<file path="src/rtl/qpu_lsu_ctrl_mb.sv">
// Multi-bank LSU controller: routes AGU commands to address-interleaved DTCM banks
// and retires write-backs in issue order through a small tag FIFO.
module qpu_lsu_ctrl_mb #(
  parameter int XLEN    = 32,
  parameter int ADDR_W  = 32,
  parameter int ITAG_W  = 4,
  parameter int DTCM_AW = 16,
  parameter int NBANK   = 2,
  parameter int OUTS    = 4
) (
  input  logic                                          clk,
  input  logic                                          rst,
  output logic                                          lsu_ctrl_active,
  input  logic                                          agu_icb_cmd_valid,
  output logic                                          agu_icb_cmd_ready,
  input  logic [ADDR_W-1:0]                             agu_icb_cmd_addr,
  input  logic                                          agu_icb_cmd_read,
  input  logic [1:0]                                    agu_icb_cmd_size,
  input  logic [XLEN-1:0]                               agu_icb_cmd_wdata,
  input  logic [XLEN/8-1:0]                             agu_icb_cmd_wmask,
  input  logic [ITAG_W-1:0]                             agu_icb_cmd_itag,
  output logic [NBANK-1:0]                              dtcm_icb_cmd_valid,
  input  logic [NBANK-1:0]                              dtcm_icb_cmd_ready,
  output logic [DTCM_AW-$clog2(XLEN/8)-$clog2(NBANK)-1:0] dtcm_icb_cmd_addr,
  output logic                                          dtcm_icb_cmd_read,
  output logic [XLEN-1:0]                               dtcm_icb_cmd_wdata,
  output logic [XLEN/8-1:0]                             dtcm_icb_cmd_wmask,
  input  logic [NBANK-1:0]                              dtcm_icb_rsp_valid,
  output logic [NBANK-1:0]                              dtcm_icb_rsp_ready,
  input  logic [NBANK*XLEN-1:0]                         dtcm_icb_rsp_rdata,
  output logic                                          lsu_o_valid,
  input  logic                                          lsu_o_ready,
  output logic [XLEN-1:0]                               lsu_o_wbck_wdat,
  output logic [ITAG_W-1:0]                             lsu_o_wbck_itag,
  output logic [ADDR_W-1:0]                             lsu_o_cmt_badaddr,
  output logic                                          lsu_o_cmt_ld,
  output logic                                          lsu_o_cmt_st,
  output logic                                          lsu_o_cmt_misalgn
);

  localparam int LB = $clog2(XLEN/8);
  localparam int BW = $clog2(NBANK);
  localparam int PW = (OUTS > 1) ? $clog2(OUTS) : 1;
  localparam int CW = $clog2(OUTS + 1);

  logic              r_fRead [OUTS];
  logic              r_fMis  [OUTS];
  logic [BW-1:0]     r_fSel  [OUTS];
  logic [ITAG_W-1:0] r_fItag [OUTS];
  logic [ADDR_W-1:0] r_fAddr [OUTS];

  logic [PW-1:0] r_wrPtr;
  logic [PW-1:0] r_rdPtr;
  logic [CW-1:0] r_count;

  logic            w_mis;
  logic [BW-1:0]   w_sel;
  logic            w_hasHead;
  logic            w_headRead;
  logic            w_headMis;
  logic [BW-1:0]   w_headSel;
  logic            w_push;
  logic            w_pop;
  logic            w_room;
  logic [XLEN-1:0] w_rdata [NBANK];

  function automatic logic [PW-1:0] nextPtr(input logic [PW-1:0] p);
    return (p == PW'(OUTS - 1)) ? '0 : p + PW'(1);
  endfunction

  assign w_sel = agu_icb_cmd_addr[LB+BW-1:LB];
  assign w_mis = ((agu_icb_cmd_size == 2'd1) & agu_icb_cmd_addr[0])
               | ((agu_icb_cmd_size == 2'd2) & (agu_icb_cmd_addr[1:0] != 2'b00))
               |  (agu_icb_cmd_size == 2'd3);

  assign w_hasHead  = (r_count != '0);
  assign w_headRead = r_fRead[r_rdPtr];
  assign w_headMis  = r_fMis[r_rdPtr];
  assign w_headSel  = r_fSel[r_rdPtr];

  assign lsu_o_valid = w_hasHead & (w_headMis | dtcm_icb_rsp_valid[w_headSel]);
  assign w_pop       = lsu_o_valid & lsu_o_ready;
  // A pop in this cycle frees a slot, so a full FIFO can still accept a command.
  assign w_room      = (r_count < CW'(OUTS)) | w_pop;

  assign agu_icb_cmd_ready = w_room & (w_mis | dtcm_icb_cmd_ready[w_sel]);
  assign w_push            = agu_icb_cmd_valid & agu_icb_cmd_ready;
  assign lsu_ctrl_active   = agu_icb_cmd_valid | w_hasHead;

  assign dtcm_icb_cmd_addr  = agu_icb_cmd_addr[DTCM_AW-1:LB+BW];
  assign dtcm_icb_cmd_read  = agu_icb_cmd_read;
  assign dtcm_icb_cmd_wdata = agu_icb_cmd_wdata;
  assign dtcm_icb_cmd_wmask = agu_icb_cmd_wmask;

  always_comb begin
    dtcm_icb_cmd_valid = '0;
    dtcm_icb_rsp_ready = '0;
    for (int b = 0; b < NBANK; b++) begin
      w_rdata[b] = dtcm_icb_rsp_rdata[b*XLEN +: XLEN];
      dtcm_icb_cmd_valid[b] = agu_icb_cmd_valid & w_room & ~w_mis & (w_sel == BW'(b));
    end
    // Only the head's bank may hand over its response; others stall in place.
    if (w_hasHead & ~w_headMis) begin
      dtcm_icb_rsp_ready[w_headSel] = lsu_o_ready;
    end
  end

  assign lsu_o_wbck_wdat   = (w_hasHead & w_headRead & ~w_headMis) ? w_rdata[w_headSel] : '0;
  assign lsu_o_wbck_itag   = w_hasHead ? r_fItag[r_rdPtr] : '0;
  assign lsu_o_cmt_badaddr = w_hasHead ? r_fAddr[r_rdPtr] : '0;
  assign lsu_o_cmt_ld      = w_hasHead & w_headRead;
  assign lsu_o_cmt_st      = w_hasHead & ~w_headRead;
  assign lsu_o_cmt_misalgn = w_hasHead & w_headMis;

  always_ff @(posedge clk) begin
    if (w_push) begin
      r_fRead[r_wrPtr] <= agu_icb_cmd_read;
      r_fMis[r_wrPtr]  <= w_mis;
      r_fSel[r_wrPtr]  <= w_sel;
      r_fItag[r_wrPtr] <= agu_icb_cmd_itag;
      r_fAddr[r_wrPtr] <= agu_icb_cmd_addr;
    end
  end

  always_ff @(posedge clk) begin
    if (rst) begin
      r_wrPtr <= '0;
      r_rdPtr <= '0;
      r_count <= '0;
    end else begin
      if (w_push) r_wrPtr <= nextPtr(r_wrPtr);
      if (w_pop)  r_rdPtr <= nextPtr(r_rdPtr);
      case ({w_push, w_pop})
        2'b10:   r_count <= r_count + CW'(1);
        2'b01:   r_count <= r_count - CW'(1);
        default: r_count <= r_count;
      endcase
    end
  end

endmodule

</file>
<file path="config.mk">
export PLATFORM = sky130hd
export DESIGN_NAME = qpu_lsu_ctrl_mb
export DESIGN_NICKNAME = d
export VERILOG_FILES = /design/src/rtl/qpu_lsu_ctrl_mb.sv
export SDC_FILE = /design/constraint.sdc
export NUM_CORES = 1
export LEC_CHECK = 0
export ABC_AREA = 1
export BUFFER_PORTS_ARGS = -buffer_cell sky130_fd_sc_hd__buf_2
export CORE_UTILIZATION = 30
export CTS_BUF_LIST = sky130_fd_sc_hd__clkbuf_8
export DETAILED_ROUTE_END_ITERATION = 16
export PLACE_DENSITY_LB_ADDON = 0.2
export SKIP_LAST_GASP = 1
export SYNTH_ARGS = -nofsm -noshare
export SYNTH_HDL_FRONTEND = slang
export SYNTH_SLANG_ARGS = --single-unit
</file>
<file path="constraint.sdc">
create_clock -name clk -period 4.08 [get_ports clk]
set_clock_uncertainty 0.2 [all_clocks]
set_input_delay 0.816 -clock clk [delete_from_list [all_inputs] [get_ports clk]]
set_output_delay 0.816 -clock clk [all_outputs]
set_load 0.01 [all_outputs]
</file>
# Word level (Yosys, flattened, before mapping)
# Memories as Yosys holds them, arrays and structs flattened. A register that Yosys moved wholly into a read port is not among the register bits.
# Cells that the tools add are included.
word_totals:
  reg_bits: 7
  latch_bits: 0
  ramBits: 156
  mem_bits_ro: 0
  input_bits: 147
  output_inout_bits: 128
  elab_cells: 83
  n_memories: 5
mem_list:
  columns: ["name", "words", "word_bits", "read_ports", "rd_clocked_by_memory_dff", "wr", "line", "source"]
  rows:
  - ["r_fAddr", 4, 32, 1, 1, 1, "50", "logic [ADDR_W-1:0] r_fAddr [OUTS];"]
  - ["r_fItag", 4, 4, 1, 1, 1, "49", "logic [ITAG_W-1:0] r_fItag [OUTS];"]
  - ["r_fMis", 4, 1, 1, 1, 1, "47", "logic r_fMis [OUTS];"]
  - ["r_fRead", 4, 1, 1, 1, 1, "46", "logic r_fRead [OUTS];"]
  - ["r_fSel", 4, 1, 1, 1, 1, "48", "logic [BW-1:0] r_fSel [OUTS];"]
op_classes:
  add_sub_neg: 4
  n_mul: 0
  n_div: 0
  magnitude_cmp: 5
  n_eq_ne: 7
  n_shift: 0
  mux: 28
  bitwise: 27
  n_reduce_logical: 4
ops:
  columns: ["cell", "count"]
  rows:
  - ["32-bit two-way mux", 5]
  - ["2-bit two-way mux", 13]
  - ["1-bit AND", 15]
  - ["2-bit equality test, second input constant", 5]
  - ["1-bit two-way mux", 7]
  - ["1-bit bitwise OR", 6]
  - ["3-bit one-hot mux with 2 select lines", 1]
  - ["2-bit by 1-bit adder with 2-bit output, second input constant", 2]
  - ["2-bit by 1-bit equality test with 1-bit output, second input constant", 2]
  - ["1-bit by 2-bit less-than comparator with 1-bit output, second input constant", 2]
  - ["4-bit two-way mux", 1]
  - ["1-bit NOT", 4]
  - ["2-bit nonzero test", 2]
  - ["3-bit by 1-bit adder with 3-bit output, second input constant", 1]
  - ["3-bit less-than comparator, second input constant", 1]
  - ["3-bit nonzero test", 1]
  - ["3-bit by 1-bit subtractor with 3-bit output, second input constant", 1]
  - ["2-bit AND", 1]
  - ["2-bit greater-or-equal comparator, second input constant", 1]
  - ["1-bit NOT with 2-bit output", 1]
  - ["1-bit demux with 1-bit select", 1]
  - ["1-bit greater-or-equal comparator, second input constant", 1]
  - ["1-bit logical AND", 1]

# Longest topological paths before layout
depth:
  ltp_word: 10
  mapped_depth: 16

# Worst setup path after synthesis
# Ideal clock, no wire load.
synth_path:
  path_type: "in2reg"
  startpoint: "input port dtcm_icb_rsp_valid[1]"
  endpoint: "memory r_fAddr[0][0] (enable)"
  t_arrival_ps: 2902
  slack_ps: 544
  cell_stages: 6
  path_cell_list: "nand3_1 > nand3_2 > nand3_4 > nand2_2 > nand3_4 > nor2_1"
synth_via:
  elab_chain_len: 10
synth_rtl:
  columns: ["item", "line", "source"]
  rows:
  - ["start: declaration", "28", "input logic [NBANK-1:0] dtcm_icb_rsp_valid,"]
  - ["1-bit two-way mux (implied by the code) (2 in a row)", "81", "assign lsu_o_valid = w_hasHead & (w_headMis | dtcm_icb_rsp_valid[w_headSel]);"]
  - ["1-bit bitwise OR", "81", null]
  - ["1-bit AND", "81", null]
  - ["1-bit AND", "82", "assign w_pop = lsu_o_valid & lsu_o_ready;"]
  - ["1-bit bitwise OR", "84", "assign w_room = (r_count < CW'(OUTS)) | w_pop;"]
  - ["1-bit AND", "86", "assign agu_icb_cmd_ready = w_room & (w_mis | dtcm_icb_cmd_ready[w_sel]);"]
  - ["1-bit AND", "87", "assign w_push = agu_icb_cmd_valid & agu_icb_cmd_ready;"]
  - ["1-bit two-way mux", "116", "if (w_push) begin"]
  - ["1-bit two-way mux (implied by the code)", "121", "r_fAddr[r_wrPtr] <= agu_icb_cmd_addr;"]
  - ["end: declaration", "50", null]
# Every way passes these cells. The select of a mux whose other input is x is not followed.

==> impl_results.md <==
- Status: finished, final reports clean
- Residual DRC: 0
- Post-synthesis sequential area ratio: 0.633
- Switching share of power: 0.356
- Hold buffer count at cts: 0
- Via count: 5,400
- Int Pwr: 2950 uW
- Setup repair after global routing missed its margin: no
- CP arrival: between 2 and 3 ns
- CTS Buf Count: 17
- Cells after Synth: about 760
- First-pass GRT wire length: around 30,000 um
- Clock power frac: 0.243
- Worst Tran Pin Value: about 0.74 ns
- Layout net count: approximately 1,100
- Post_cts resized: 0
- Synth Register Bits: 161
- Area of the core: approximately 24,000 um2
- Flop pwr share: 0.428
- Pwr Density: 514 nW/um2
- Endpoints failing setup: 0
- Clock Latency Late Sink: 0.44 ns
- DRT Pass-1 Iters: 4
- Crit. End Element: output port
- Period minus WS final: between 3 and 4 ns
- CTS Sinks: between 150 and 200
- Max_slew headroom: 0.508
- Pins Over Slew Limit: 0
- Period utilization: 0.897
- Share of layout cells above drive strength 1: 0.290
- Dpl hpwl: roughly 13,000 um
- Antenna violations before repair: 2
- Routability cong.: around 0.8
- H-tree depth: 4
- Most common cell after layout, fill and taps aside: buf_2
- Final Hold Fails: 0
- Synth Area per Inst: around 9.9 um2
- CP Max Fanout: 38
- Fin Setup TNS: 0 ns
- Row count: 57
- Die Width: between 150 and 200 um
- Worst Path Required: 3.06 ns
- P&R area growth vs syn: 19.1%
- GRT Resource Usage Total: 0.156
- Worst min path class: reg2reg
- Hold Path Origin: r_rdPtr[1]$_SDFFE_PP0P_
- Routed len/inst: 15.9 um
- Max_cap viols: 0
- Die footprint: ~26,000 um2
- Clock tree buffer depth: 2
- TritonCTS clock tree: done
- CP Class: reg2out
- Leak pwr: 0.00393 uW
- Vias in the first global route: ~5,300
- Clock transition at the registers of the reported paths: 0.08 ns
- DR vias/cell: between 4 and 5
- Design Power: between 4000 and 5000 uW
- Max VDD drop: 0.250 mV
- Sw power: about 1600 uW
- Commonest cells after routing, fill and taps aside: buf_2 (202), nor2_1 (153), nand2_1 (152), edfxtp_1 (152), o21ai_0 (74)
- CP Launch Type: register
- Detail Route Antenna Nets: 0
- Yosys cell types: 25
- Yosys warns: 0
- Largest net degree at the start of global routing: 42
- # port buffers: just over 200
- DR iter-0 viols: approximately 270
- Comb power frac: 0.329
- CTS root buffer: clkbuf_8
- Starting Density: 0.307
- Setup Buffers After CTS: 0
- Total grt overflow: 0
- Mapped Nets: between 900 and 1,000
- FMAX: between 200 and 300 MHz
- Total Routed Length: slightly below 20,000 um
- Num ports: around 280
- Die outline height: roughly 160 um
- Synth Cell Area: 7490 um2
==> flip-flops by register name (all words and copies together), names as in the netlist, named ones only <==
| signal | cells |
|---|---|
| r_wrPtr | 2 |
| r_fRead | 4 |
| r_rdPtr | 2 |
| r_fItag | 16 |
| r_count | 3 |
| r_fAddr | 128 |
| r_fMis | 4 |
==> worst paths after layout <==
kind,cells after the start,endpoint,slack (ns)
worst min register to register,2,register,0.32
worst max-delay path,8,lsu_o_wbck_wdat[26],0.42
worst max register to register,16,r_count[2]$_SDFFE_PP0P_,1.03
worst min-delay path,2,register,0.32
==> cell families after synthesis <==
| kind of cell | count (synthesis) | synth area share |
|---|---|---|
| and+or+nand+nor | 330 | 0.175 |
| DFF | 161 | 0.633 |
| buffers and inverters | 139 | 0.0977 |
| adders and majority gates | 7 | 0.0127 |
| AOI/OAI and AO/OA | 119 | 0.0810 |
==> synth_stat cells <==
cell type	number	share of area
nor2_1	157	0.079
dfxtp_1	9	0.024
a21o_1	1	0.0010
fa_1	1	0.0027
nand3_2	2	0.0027
buf_2	6	0.0040
inv_1	48	0.024
o211a_1	1	0.0013
ha_1	6	0.010
a21oi_1	41	0.027
nand2_1	152	0.076
nand3_1	8	0.0053
edfxtp_1	152	0.61
a31oi_1	1	0.00084
nor3_1	3	0.0020
a21boi_0	1	0.0010
nor2_4	1	0.0015
buf_1	7	0.0035
o21ai_0	74	0.049
or2_2	1	0.00084
buf_4	54	0.054
inv_2	4	0.0020
nand3_4	2	0.0047
nand2_2	4	0.0033
clkbuf_1	20	0.010
==> critical path, stage by stage, from the launching register on <==
cell	delay, ns
dfxtp_2	0.34
buf_4	0.43
nand3_1	0.16
nand2_2	0.13
nand2_1	0.12
nor2_4	0.58
nand2_1	0.22
inv_1	0.09
buf_2	0.12
==> area by class of cell <==
class	instances	area (um2)
Antenna cell	1	2.50
Clock buffer	17	234
Clock inverter	15	144
Fill cell	2551	15500
Inverter	52	195
Multi-Input combinational cell	456	2050
Sequential cell	161	4750
Tap cell	324	405
Timing Repair Buffer	215	1150
==> power by group through the flow <==
stage	clock network [uW]	registers, uW	logic (uW)
floorplan	0	2000	972
global placement	0	2000	1550
detailed placement	0	2000	1560
CTS	1150	1960	1560
global route	1210	1980	1710
finish	1110	1960	1510
==> routing by layer <==
metal / track usage / up-vias / wire length, um
li1: - / 2736 / -
met1: 0.164 / 2451 / 7610
met4: 0.0909 / 4 / 739
met5: 0 / - / 22
met2: 0.286 / 150 / 10400
met3: 0.0309 / 59 / 901
==> stage by stage <==
step           instance area [um2]  utilization  setup WS (ns)  std cells  hold WS [ns]
6_report                      8920        0.366          0.420       1241         0.319
5_1_grt                       8920        0.366         0.0893       1240         0.344
4_1_cts                       8920        0.366          0.245       1240         0.326
3_5_place_dp                  8540        0.350          0.771       1208         0.311
3_3_place_gp                  8540        0.350          0.801       1208         0.315
2_1_floorplan                 7490            -          0.544        756         0.255
Note: power is estimated with default switching activity, not from simulation.
